**src/rtl/serial_rx_fifo.sv**
```systemverilog
// Oversampled serial receiver with 2-of-3 majority bit sampling, optional parity,
// and a small receive FIFO that carries per-frame error flags alongside the data.
module serial_rx_fifo #(
   parameter int DATA_BITS  = 8,
   parameter int OVERSAMPLE = 16,
   parameter int PARITY     = 0,
   parameter int FIFO_DEPTH = 4
) (
   input  logic                 CLK_RX,
   input  logic                 RST,
   input  logic                 RX,
   input  logic                 RD_ACK,
   output logic [DATA_BITS-1:0] DATA,
   output logic                 RDY,
   output logic                 PAR_ERR,
   output logic                 FRM_ERR,
   output logic                 OVR
);

   localparam int AW = $clog2(FIFO_DEPTH);
   localparam int TW = $clog2(OVERSAMPLE);
   localparam int BW = $clog2(DATA_BITS);
   localparam int EW = DATA_BITS + 2;

   localparam logic [TW-1:0] T_S0  = TW'(OVERSAMPLE / 2 - 1);
   localparam logic [TW-1:0] T_S1  = TW'(OVERSAMPLE / 2);
   localparam logic [TW-1:0] T_S2  = TW'(OVERSAMPLE / 2 + 1);
   localparam logic [TW-1:0] T_END = TW'(OVERSAMPLE - 1);
   localparam logic [BW-1:0] B_LAST = BW'(DATA_BITS - 1);
   localparam logic          ODD    = (PARITY == 2);

   typedef enum logic [2:0] {S_IDLE, S_START, S_DATA, S_PAR, S_STOP} state_t;

   logic rx_s1, rx_s2, rx_d;
   logic ack_s1, ack_s2, ack_d;

   // NOTE: sequential state is always assigned with <= so every flop samples pre-edge values.
   always_ff @(posedge CLK_RX) begin
      if (!RST) begin
         rx_s1  <= 1'b1;
         rx_s2  <= 1'b1;
         rx_d   <= 1'b1;
         ack_s1 <= 1'b0;
         ack_s2 <= 1'b0;
         ack_d  <= 1'b0;
      end else begin
         rx_s1  <= RX;
         rx_s2  <= rx_s1;
         rx_d   <= rx_s2;
         ack_s1 <= RD_ACK;
         ack_s2 <= ack_s1;
         ack_d  <= ack_s2;
      end
   end

   logic rx_fall, ack_rise;
   assign rx_fall  = rx_d & ~rx_s2;
   assign ack_rise = ack_s2 & ~ack_d;

   state_t                 state;
   logic [TW-1:0]          tick;
   logic [BW-1:0]          bit_cnt;
   logic [DATA_BITS-1:0]   shreg;
   logic                   smp_a, smp_b, maj;
   logic                   par_r, frm_r, wr_req;

   // Third sample is the live synchronised line at tick T_S2.
   assign maj = (smp_a & smp_b) | (smp_a & rx_s2) | (smp_b & rx_s2);

   always_ff @(posedge CLK_RX) begin
      if (!RST) begin
         state   <= S_IDLE;
         tick    <= '0;
         bit_cnt <= '0;
         shreg   <= '0;
         smp_a   <= 1'b1;
         smp_b   <= 1'b1;
         par_r   <= 1'b0;
         frm_r   <= 1'b0;
         wr_req  <= 1'b0;
      end else begin
         wr_req <= 1'b0;
         case (state)
            S_IDLE: begin
               if (rx_fall) begin
                  state <= S_START;
                  tick  <= '0;
                  par_r <= 1'b0;
               end
            end
            default: begin
               tick <= tick + 1'b1;
               if (tick == T_S0) smp_a <= rx_s2;
               if (tick == T_S1) smp_b <= rx_s2;
               if (tick == T_S2) begin
                  case (state)
                     S_START: if (maj) state <= S_IDLE;
                     S_DATA:  shreg <= {maj, shreg[DATA_BITS-1:1]};
                     S_PAR:   par_r <= ^shreg ^ maj ^ ODD;
                     S_STOP: begin
                        frm_r  <= ~maj;
                        wr_req <= 1'b1;
                        state  <= S_IDLE;
                     end
                     default: ;
                  endcase
               end
               if (tick == T_END) begin
                  tick <= '0;
                  case (state)
                     S_START: begin
                        state   <= S_DATA;
                        bit_cnt <= '0;
                     end
                     S_DATA: begin
                        if (bit_cnt == B_LAST) state <= (PARITY != 0) ? S_PAR : S_STOP;
                        else                   bit_cnt <= bit_cnt + 1'b1;
                     end
                     S_PAR:   state <= S_STOP;
                     default: ;
                  endcase
               end
            end
         endcase
      end
   end

   logic [EW-1:0] mem [FIFO_DEPTH];
   logic [AW:0]   wp, rp, rp_next, count;
   logic [EW-1:0] wdata, head;
   logic          empty, full, pop, wr_ok;

   assign wdata   = {frm_r, par_r, shreg};
   assign empty   = (wp == rp);
   assign full    = (wp[AW] != rp[AW]) && (wp[AW-1:0] == rp[AW-1:0]);
   assign pop     = ack_rise & ~empty;
   assign wr_ok   = wr_req & (~full | pop);
   assign rp_next = rp + 1'b1;
   assign count   = wp - rp;

   // NOTE: the storage array has no reset; only pointers and the head register need one.
   always_ff @(posedge CLK_RX) begin
      if (wr_ok) mem[wp[AW-1:0]] <= wdata;
   end

   // Head is registered so the outputs hold the last entry once the FIFO drains.
   always_ff @(posedge CLK_RX) begin
      if (!RST) begin
         wp   <= '0;
         rp   <= '0;
         head <= '0;
         OVR  <= 1'b0;
      end else begin
         if (wr_ok) wp <= wp + 1'b1;
         if (pop) begin
            rp  <= rp_next;
            OVR <= 1'b0;
         end else if (wr_req && full) begin
            OVR <= 1'b1;
         end
         if (wr_ok && empty) begin
            head <= wdata;
         end else if (pop) begin
            if (count > (AW+1)'(1)) head <= mem[rp_next[AW-1:0]];
            else if (wr_ok)         head <= wdata;
         end
      end
   end

   assign RDY = ~empty;
   assign {FRM_ERR, PAR_ERR, DATA} = head;

endmodule

```
**config.mk**
```make
export PLATFORM = sky130hd
export DESIGN_NAME = serial_rx_fifo
export DESIGN_NICKNAME = d
export VERILOG_FILES = /design/src/rtl/serial_rx_fifo.sv
export SDC_FILE = /design/constraint.sdc
export NUM_CORES = 1
export LEC_CHECK = 0
export CORE_UTILIZATION = 55
export CTS_BUF_LIST = sky130_fd_sc_hd__clkbuf_16
export DETAILED_ROUTE_END_ITERATION = 10
export PLACE_DENSITY = 0.76
export SYNTH_ARGS = -nofsm -noshare
export SYNTH_HDL_FRONTEND = slang
export SYNTH_SLANG_ARGS = --single-unit
```
**constraint.sdc**
```tcl
create_clock -name CLK_RX -period 3 [get_ports CLK_RX]
set_clock_uncertainty 0.15 [all_clocks]
set_input_delay 0.6 -clock CLK_RX [delete_from_list [all_inputs] [get_ports CLK_RX]]
set_output_delay 0.6 -clock CLK_RX [all_outputs]
set_load 0.05 [all_outputs]
```
# Yosys cells after proc, flatten, opt, wreduce, memory -nomap -nowiden
# Memories as Yosys holds them, arrays and structs flattened.
# Cells that the tools add are included.
# classes
magnitude_cmp	1
add_sub_neg	5
reduce_logical	19
eq_ne	14
muxes	24
bitwise	19
# op_table
op	n
2-to-1 mux 10 bit	4
2-to-1 mux 3 bit	7
equality test 4 bit, second input constant	3
2-to-1 mux 4 bit	3
one-hot mux 3 bit (2 select lines)	2
adder 3 x 1 -> 3 bit, second input constant	3
one-hot mux 3 bit (3 select lines)	1
AND reduction 3 bit	3
inverter 1 bit	8
nonzero test 2 bit	4
XOR reduction 8 bit	1
AND 1 bit	7
2-to-1 mux 1 bit	7
equality test 3 x 2 -> 1 bit, second input constant	2
equality test 3 bit, second input constant	2
AND reduction 2 bit	3
adder 4 x 1 -> 4 bit, second input constant	1
equality test 4 x 3 -> 1 bit, second input constant	1
inequality test 2 bit, second input constant	2
AND reduction 4 bit	1
equality test 3 x 1 -> 1 bit, second input constant	1
equality test 3 bit	1
greater-than comparator 3 x 1 -> 1 bit, second input constant	1
logical AND 1 bit	3
other kinds (9)	11
# word_totals
in_bits	4
ram_bits	40
output_inout_bits	12
mem_count	1
word_cells	102
reg_bits	46
# mem_list
name	words	word_bits	rd	rd_clocked_by_memory_dff	write_ports	line_no	text
mem	4	10	1	0	1	128	logic [EW-1:0] mem [FIFO_DEPTH];

# Logic depth before layout (Yosys ltp)
# Gate-level depths: netlist of the first run.
# logic_depth
depth_word	10
ltp_mapped	9

# Worst setup path after synthesis of the first run
# OpenSTA, ideal clock, no wires.
# synth_timing
path_type	register -> register
startpoint	register wp[0]
endpoint	register head[0]
synth_period_minus_slack_ps	2203
setup_slack_ps	797
path_stages_with_launch	8
required_time_ps	2728
setup_time_ps	122
arrival_ps	1932
path_cell_list	dfxtp_1 > inv_1 > ha_1 > nand3_1 > o21a_1 > buf_6 > mux2i_1 > a21oi_1
# synth_between
elab_chain_len	8
# synth_lines
element	line_no	text
start, declared	129	logic [AW:0] wp, rp, rp_next, count;
start signal, assigned	154	if (wr_ok) wp <= wp + 1'b1;
equality test 3 bit *	134	assign empty = (wp == rp);
inverter 1 bit *	n/a	
via RDY	14	output logic RDY,
AND 1 bit *	136	assign pop = ack_rise & ~empty;
bitwise OR 1 bit	137	assign wr_ok = wr_req & (~full | pop);
AND 1 bit	137	
logical AND 1 bit	161	if (wr_ok && empty) begin
nonzero test 3 bit (no source line) or nonzero test 2 bit (tied branches)	n/a	
AND reduction 2 bit (no source line)	n/a	
end signal, assigned	162	head <= wdata;
end signal, assigned	164	if (count > (AW+1)'(1)) head <= mem[rp_next[AW-1:0]];
end signal, assigned	165	else if (wr_ok) head <= wdata;
end, declared	130	logic [EW-1:0] wdata, head;
# Mark *: on every way through the listed nets, which the timed path passes. The rest lies on a longest branch. The select of a mux whose other input is x is not followed.
# A chain may end at the register's enable or synchronous reset.

# Worst setup path in the final report of the first run
# layout_timing
startpoint	register wp[0]
endpoint	register head[3]
# layout_between
elab_chain_len	8
# layout_lines
element
branches (longest 8 deep; another with subtractor 3 bit)
# Parallel ways; which one is timed is not known. The select of a mux whose other input is x is not followed.

==> summary.md, run 1 <==
| Metric | Value |
|---|---|
| Top Ports | 16 |
| Crit path DAT | 2.65 ns |
| Critical path startpoint category | register |
| #FFs+latches synth | 86 |
| Reg2Reg Setup Slack | 0.37 ns |
| Post-layout util | 0.664 |
| GPL Wtd Cong | 0.822 |
| Worst Tran Pin Value | 0.842 ns |
| DR pass1 iterations | 4 |
| Placed cells | 373 |
| # nets final | 324 |
| Slew Limit Fails | 0 |
| Detail Route Antenna Nets | 0 |
| Hold depth | 1 |
| Synthesized area | 0.00367 sq mm |
| Period utilization | 0.877 |
| Drt wl/cell | 16.2 microns |
| Hold Violations, Final | 0 |
| ANT cells | 0 |
| Final WS setup | 0.370 ns |
| Count of different cell masters after synthesis | 47 |
| Fillers | 447 |
| Reg2reg end | head[3]$_SDFFE_PN0P_ |
| Max-cap check violation count | 0 |
| Die height | 83.7 microns |
| Avg Cell Area, Syn | 12.7 sq um |
| P_leak | 1.47 nW |
| Top cells by area, synth | edfxtp_1 33%, dfxtp_1 25%, mux4_2 6.1%, mux2i_1 5.7%, ha_1 4.1% |
| Sink Count | 86 |
| Most area-hungry cell type in the Yosys netlist | edfxtp_1 |
| Sequential share of the synthesized area | 0.578 |
| Area after DPL | 0.00389 sq mm |
| Final wirelength | 6.30 mm |
| Gr usage total | 0.197 |
| Syn nets | 306 |
| Drt drc | 0 |
| Num CTS Buffers | 9 |
| Hold EP | rx_s2$_SDFF_PN1_ |
| Main synth FF type | dfxtp_1 |
| Fin area | 0.00424 sq mm |
| 1st-iter DRT viols | 114 |
| CP Class | reg -> reg |
| Worst Hold Class | reg -> reg |
| Core region area | 0.00639 sq mm |
| WP data required | 3.02 ns |
| Grt total ovfl | 0 |
| CP Max Fanout | 10 |
| Synth top area share | 0.327 |
| Hold WS | 0.278 ns |
| Via count | 2,183 |
| Post-synth top cells | 46 x dfxtp_1, 40 x edfxtp_1, 27 x nor2_1 |
| Num rows | 29 |
| Initial antenna violation count | 0 |
| Hold Crit Start | rx_s1$_SDFF_PN1_ |
| Clock Latency Late Sink | 0.33 ns |
| Final setup vio count | 0 |
| Vias in the first global route | 2,189 |
| Post-DP HPWL | 4.08 mm |
| RSZ-0062 raised after global routing | no |
| CTS clk-pin slew, worst paths | 0.06 ns |
| Share of cells above drive strength 1 | 0.122 |
| Setup Fix Bufs, Post-CTS | 0 |
| Status | finished clean |
| First-pass GRT wire length | 10.5 mm |
| TritonCTS clock tree | done |
| Setup Slack @ Placement | 0.375 ns |
| Starting Density | 0.575 |
| Area Overhead vs Synth | 15.4% |
| Cells after Synth | 289 |
| Die area | 0.00701 sq mm |
| IO buf count | 15 |
| CP Capture Type | register |
| Cell Pwr Density | 595 mW/mm^2 |
| Worst reg-to-reg path cell count | 8 |
| Worst IR drop on VDD | 601 uV |
| Worst r2r src | wp[0]$_SDFFE_PN0P_ |
| Number of synthesized flops with an enable pin | 40 |
| Power, Total | 2.52 mW |
| CTS H-Tree Depth | 3 |
| Max_slew headroom | 0.435 |
| Top-count cell post-synth | dfxtp_1 |
| FFs w/ async S/R, synth | 0 |
| Clk buf depth | 2 |
| YS warnings | 0 |
| Post-route minimum period | 2.63 ns |
| Clk Tree Root Cell | clkbuf_16 |
| Die Wd | 83.7 microns |
| Fmax | 0.380 GHz |
| Layout Cells excl Fill | 389 |
| Vias per cell | 5.61 |
| Pin count of the biggest net entering global routing | 21 |
| Post-CTS sizing | 0 |
| Setup TNS Final | 0 ns |
| Post-CTS Hold Fix Bufs | 0 |
==> per-layer routing <==
metal / part of all wire / vias up / GRT usage
li1: - / 1081 / -
met1: 0.48 / 1062 / 0.269
met2: 0.46 / 29 / 0.302
met3: 0.034 / 11 / 0.0406
met4: 0.018 / 0 / 0.0924
met5: 0 / - / 0
==> how the worst max path moves through the flow <==
| stage | from | end | cells past startpoint | slack, ns |
|---|---|---|---|---|
| 2_1_floorplan | wp[0]$_SDFFE_PN0P_ | head[0]$_SDFFE_PN0P_ | 7 | 0.80 |
| 3_3_place_gp | wp[0]$_SDFFE_PN0P_ | head[9]$_SDFFE_PN0P_ | 8 | 0.51 |
| 3_5_place_dp | wp[0]$_SDFFE_PN0P_ | head[1]$_SDFFE_PN0P_ | 8 | 0.37 |
| 4_1_cts | wp[0]$_SDFFE_PN0P_ | head[8]$_SDFFE_PN0P_ | 8 | 0.37 |
| 5_1_grt | wp[0]$_SDFFE_PN0P_ | head[3]$_SDFFE_PN0P_ | 8 | 0.25 |
| 6_report | wp[0]$_SDFFE_PN0P_ | head[3]$_SDFFE_PN0P_ | 8 | 0.37 |
==> final cells by class <==
class,instances,area [sq um],area share
clock buffers,9,225,0.0531
well taps,77,96.3,0.0227
clock inverters,7,120,0.0283
flip-flops and latches,86,2120,0.501
multi-input cells,182,1450,0.342
inverters,9,33.8,0.00797
repair buffers,19,190,0.0449
==> state kept, by name (all words and copies together), names as in the netlist <==
| register | count |
|---|---|
| ack_s1 | 1 |
| rx_s2 | 1 |
| bit_cnt | 3 |
| wp | 3 |
| wr_req | 1 |
| mem | 40 |
| frm_r | 1 |
| rx_s1 | 1 |
| par_r | 1 |
| rx_d | 1 |
| rp | 3 |
| OVR | 1 |
| state | 3 |
| smp_a | 1 |
| head | 10 |
| ack_d | 1 |
| smp_b | 1 |
| ack_s2 | 1 |
| tick | 4 |
| shreg | 8 |
==> cells in the final DEF (no fill, tap or decap), types with 2 or more instances in the layout <==
master	Yosys	final
dfxtp_1	46	46
edfxtp_1	40	40
nor2_1	27	27
mux2i_1	21	21
a21oi_1	21	21
clkdlybuf4s50_1	0	14
ha_1	12	12
nand2_1	11	11
mux4_2	10	10
o21ai_0	9	9
xnor2_1	9	9
clkbuf_16	0	9
inv_1	8	8
and2_1	7	7
nor3_1	6	6
nand2b_1	5	5
o21ai_1	5	5
nand3b_1	4	4
buf_4	0	4
nand3_1	3	3
nor2b_1	3	3
or3_1	3	3
bufinv_16	0	3
nor3b_1	2	2
o2111ai_1	2	2
==> logic make-up after synthesis <==
kind of cell,Yosys count,synth area share
buffers and inverters,21,0.0272
AO/OA/AOI/OAI,48,0.0835
XOR/XNOR,12,0.0344
adder cells (fa/ha/maj),14,0.0490
multiplexers,32,0.123
flip-flops,86,0.578
AND/OR/NAND/NOR,76,0.106
==> critical path: stages (launching register included) <==
cell,delay (ns)
dfxtp_1,0.39
inv_1,0.11
ha_1,0.23
fa_1,0.45
nand2b_1,0.09
mux2_4,0.15
o21a_1,0.54
mux2i_1,0.27
a21oi_1,0.09
==> report_power, final <==
part | switching, mW | internal, mW
sequential | 0.00499 | 1.22
combinational | 0.0196 | 0.0136
clock | 0.447 | 0.816
No activity file was read; power rests on OpenSTA's default activity.
==> run 2: changes to the inputs <==
Settings changed: PLACE_DENSITY 0.76 to 0.72.
==> run 2 against run 1 <==
Compared with the run above:
- combinational power hardly changed
- global-route usage increased by 0.70 points
- die area unchanged
- register-to-register slack worse by 0.02 ns
- routed wire length increased by 3.3%
- first-iteration DRC count up 41%
- critical path type unchanged
- largest cell class unchanged
- critical path depth unchanged
- highest routed layer unchanged
- clock-buffer cell count unchanged
- final cell count shrank 0.26%
- sequential power hardly changed
==> summary.md, run 2 (synthesis results as in run 1) <==
| Metric | Value |
|---|---|
| Status | finished clean |
| Vias per cell | 5.64 (+0.53%) |
| Post-CTS Hold Fix Bufs | 0 (unchanged) |
| WP data required | 3.03 ns (about the same) |
| Period utilization | 0.882 (+0.00518) |
| TritonCTS clock tree | done |
| Hold Violations, Final | 0 (unchanged) |
| Critical path startpoint category | register |
| CP Capture Type | register |
| Via count | 2,189 (+0.27%) |
| Final wirelength | 6.50 mm (+3.3%) |
| # nets final | 323 (-0.31%) |
| Clk pwr share | 0.437 (-0.064) |
| Die Wd | 83.7 microns (unchanged) |
| Power, Total | 2.24 mW (-11%) |
| Detail Route Antenna Nets | 0 (unchanged) |
| Top Ports | 16 (unchanged) |
| CP Max Fanout | 10 (unchanged) |
| First-pass GRT wire length | 10.8 mm (+2.6%) |
| Fillers | 494 (+11%) |
| Clk buf depth | 2 (unchanged) |
| Vias in the first global route | 2,144 (-2.1%) |
| Flop pwr share | 0.548 (+0.062) |
| Grt total ovfl | 0 (unchanged) |
| 1st-iter DRT viols | 161 (+41%) |
| Post-DP HPWL | 4.13 mm (+1.3%) |
| Fmax | 0.378 GHz (-0.59%) |
| Die area | 0.00701 sq mm (unchanged) |
| Drt drc | 0 (unchanged) |
| Area Overhead vs Synth | 12.8% |
| Worst Tran Pin Value | 0.807 ns (-0.0353 ns) |
| GPL Wtd Cong | 0.802 (-2.4%) |
| Slew Limit Fails | 0 (unchanged) |
| Worst Hold Class | reg -> reg |
| IO buf count | 15 (unchanged) |
| Final setup vio count | 0 (unchanged) |
| Sink Count | 86 (unchanged) |
| Num rows | 29 (unchanged) |
| Critical Path Max Stage Delay | 0.57 ns (+0.03 ns) |
| Num CTS Buffers | 9 (unchanged) |
| Share of cells above drive strength 1 | 0.106 (-0.0157) |
| Setup TNS Final | 0 ns (unchanged) |
| Internal power | 1.78 mW (-13%) |
| Core region area | 0.00639 sq mm (unchanged) |
| Sw frac | 0.203 (+0.0166) |
| Post-route minimum period | 2.65 ns (+0.0156 ns) |
| Setup Fix Bufs, Post-CTS | 0 (unchanged) |
| Gr usage total | 0.204 (+0.00702) |
| Cell Pwr Density | 539 mW/mm^2 (-9.3%) |
| P_leak | 1.43 nW (-2.6%) |
| Pin count of the biggest net entering global routing | 21 (unchanged) |
| CP Class | reg -> reg |
| Clk Tree Root Cell | clkbuf_16 |
| CTS H-Tree Depth | 3 (unchanged) |
| Max-cap check violation count | 0 (unchanged) |
| Worst IR drop on VDD | 489 uV (-19%) |
| RSZ-0062 raised after global routing | no |
| Starting Density | 0.575 (unchanged) |
| Most frequent cells in the layout | 46 x dfxtp_1, 40 x edfxtp_1, 27 x nor2_1, 21 x mux2i_1, 21 x a21oi_1 |
| Logic pwr share | 0.015 (+0.002) |
| Most common cell after layout, fill and taps aside | dfxtp_1 |
| Max reg flops | 40 (unchanged) |
| Initial antenna violation count | 0 (unchanged) |
| DR pass1 iterations | 5 (+1) |
| Die height | 83.7 microns (unchanged) |
| Clock Latency Late Sink | 0.33 ns (about the same) |
| Max_slew headroom | 0.459 (+0.0237) |
| Slowest CP cell | o21a_1 |
| Psw | 455 uW (-3.4%) |
| CTS clk-pin slew, worst paths | 0.06 ns (about the same) |
| CP Cell Sequence | inv_1 -> ha_1 -> fa_1 -> nand2b_1 -> mux2_4 -> o21a_1 -> mux2i_1 -> a21oi_1 |
| Drt wl/cell | 16.8 microns (+3.6%) |
| ANT cells | 0 (unchanged) |
| Crit path DAT | 2.67 ns (+0.02 ns) |
| Post-CTS sizing | 0 (unchanged) |
run 2: changes by cell type in the layout (fill, tap and decap cells not counted):
cell	change
clkinvlp_4	-1
inv_1	+1
buf_4	-1
clkinv_2	+1
inv_6	-1
clkinv_1	+3
bufinv_16	-3
run 2: worst paths after layout:
path	cells after the start	end	startpoint	slack (ns)
worst max-delay path	8	head[7]$_SDFFE_PN0P_	wp[0]$_SDFFE_PN0P_	0.35
worst min-delay path	1	rx_s2$_SDFF_PN1_	rx_s1$_SDFF_PN1_	0.27
worst max register to register	8	head[7]$_SDFFE_PN0P_	wp[0]$_SDFFE_PN0P_	0.35
worst min register to register	1	rx_s2$_SDFF_PN1_	rx_s1$_SDFF_PN1_	0.27
run 2: through the flow:
step	util	setup WS (ns)	instances	area, sq um	hold WS [ns]
3_3_place_gp	0.609	0.459	372	3890	0.244
4_1_cts	0.649	0.359	388	4150	0.270
3_5_place_dp	0.609	0.398	372	3890	0.250
6_report	0.649	0.355	388	4150	0.265
5_1_grt	0.649	0.173	388	4150	0.287
2_1_floorplan	-	0.797	289	3670	0.236
run 2: layer usage:
layer	vias up	track usage	wire (microns)
li1	1080	-	-
met1	1070	0.286	3180
met2	33	0.306	3010
met3	6	0.0554	239
met4	0	0.0740	76
met5	-	0	0
run 2: power by group through the flow:
stage                     Sequential (mW)  Clock, mW  Combinational (mW)
after floorplan                      1.25          0              0.0226
after global placement               1.25          0              0.0322
after detailed placement             1.25          0              0.0327
after CTS                            1.23      0.991              0.0331
after global routing                 1.23       1.04              0.0362
final                                1.23      0.977              0.0329
run 2: worst max-delay path, delay by kind of cell (launching register included):
family / cells / cell delay, ns
compound gates: 2 / 0.66
fa+ha+maj: 2 / 0.68
buf+inv: 1 / 0.11
flops: 1 / 0.39
mux: 2 / 0.41
simple gates: 1 / 0.09
run 2: area by class of cell:
class | count | area (sq um) | area share
Clock buffer | 9 | 225 | 0.0543
Clock inverter | 7 | 33.8 | 0.00815
Inverter | 9 | 33.8 | 0.00815
Multi-Input combinational cell | 182 | 1450 | 0.350
Sequential cell | 86 | 2120 | 0.512
Tap cell | 77 | 96.3 | 0.0232
Timing Repair Buffer | 18 | 183 | 0.0441
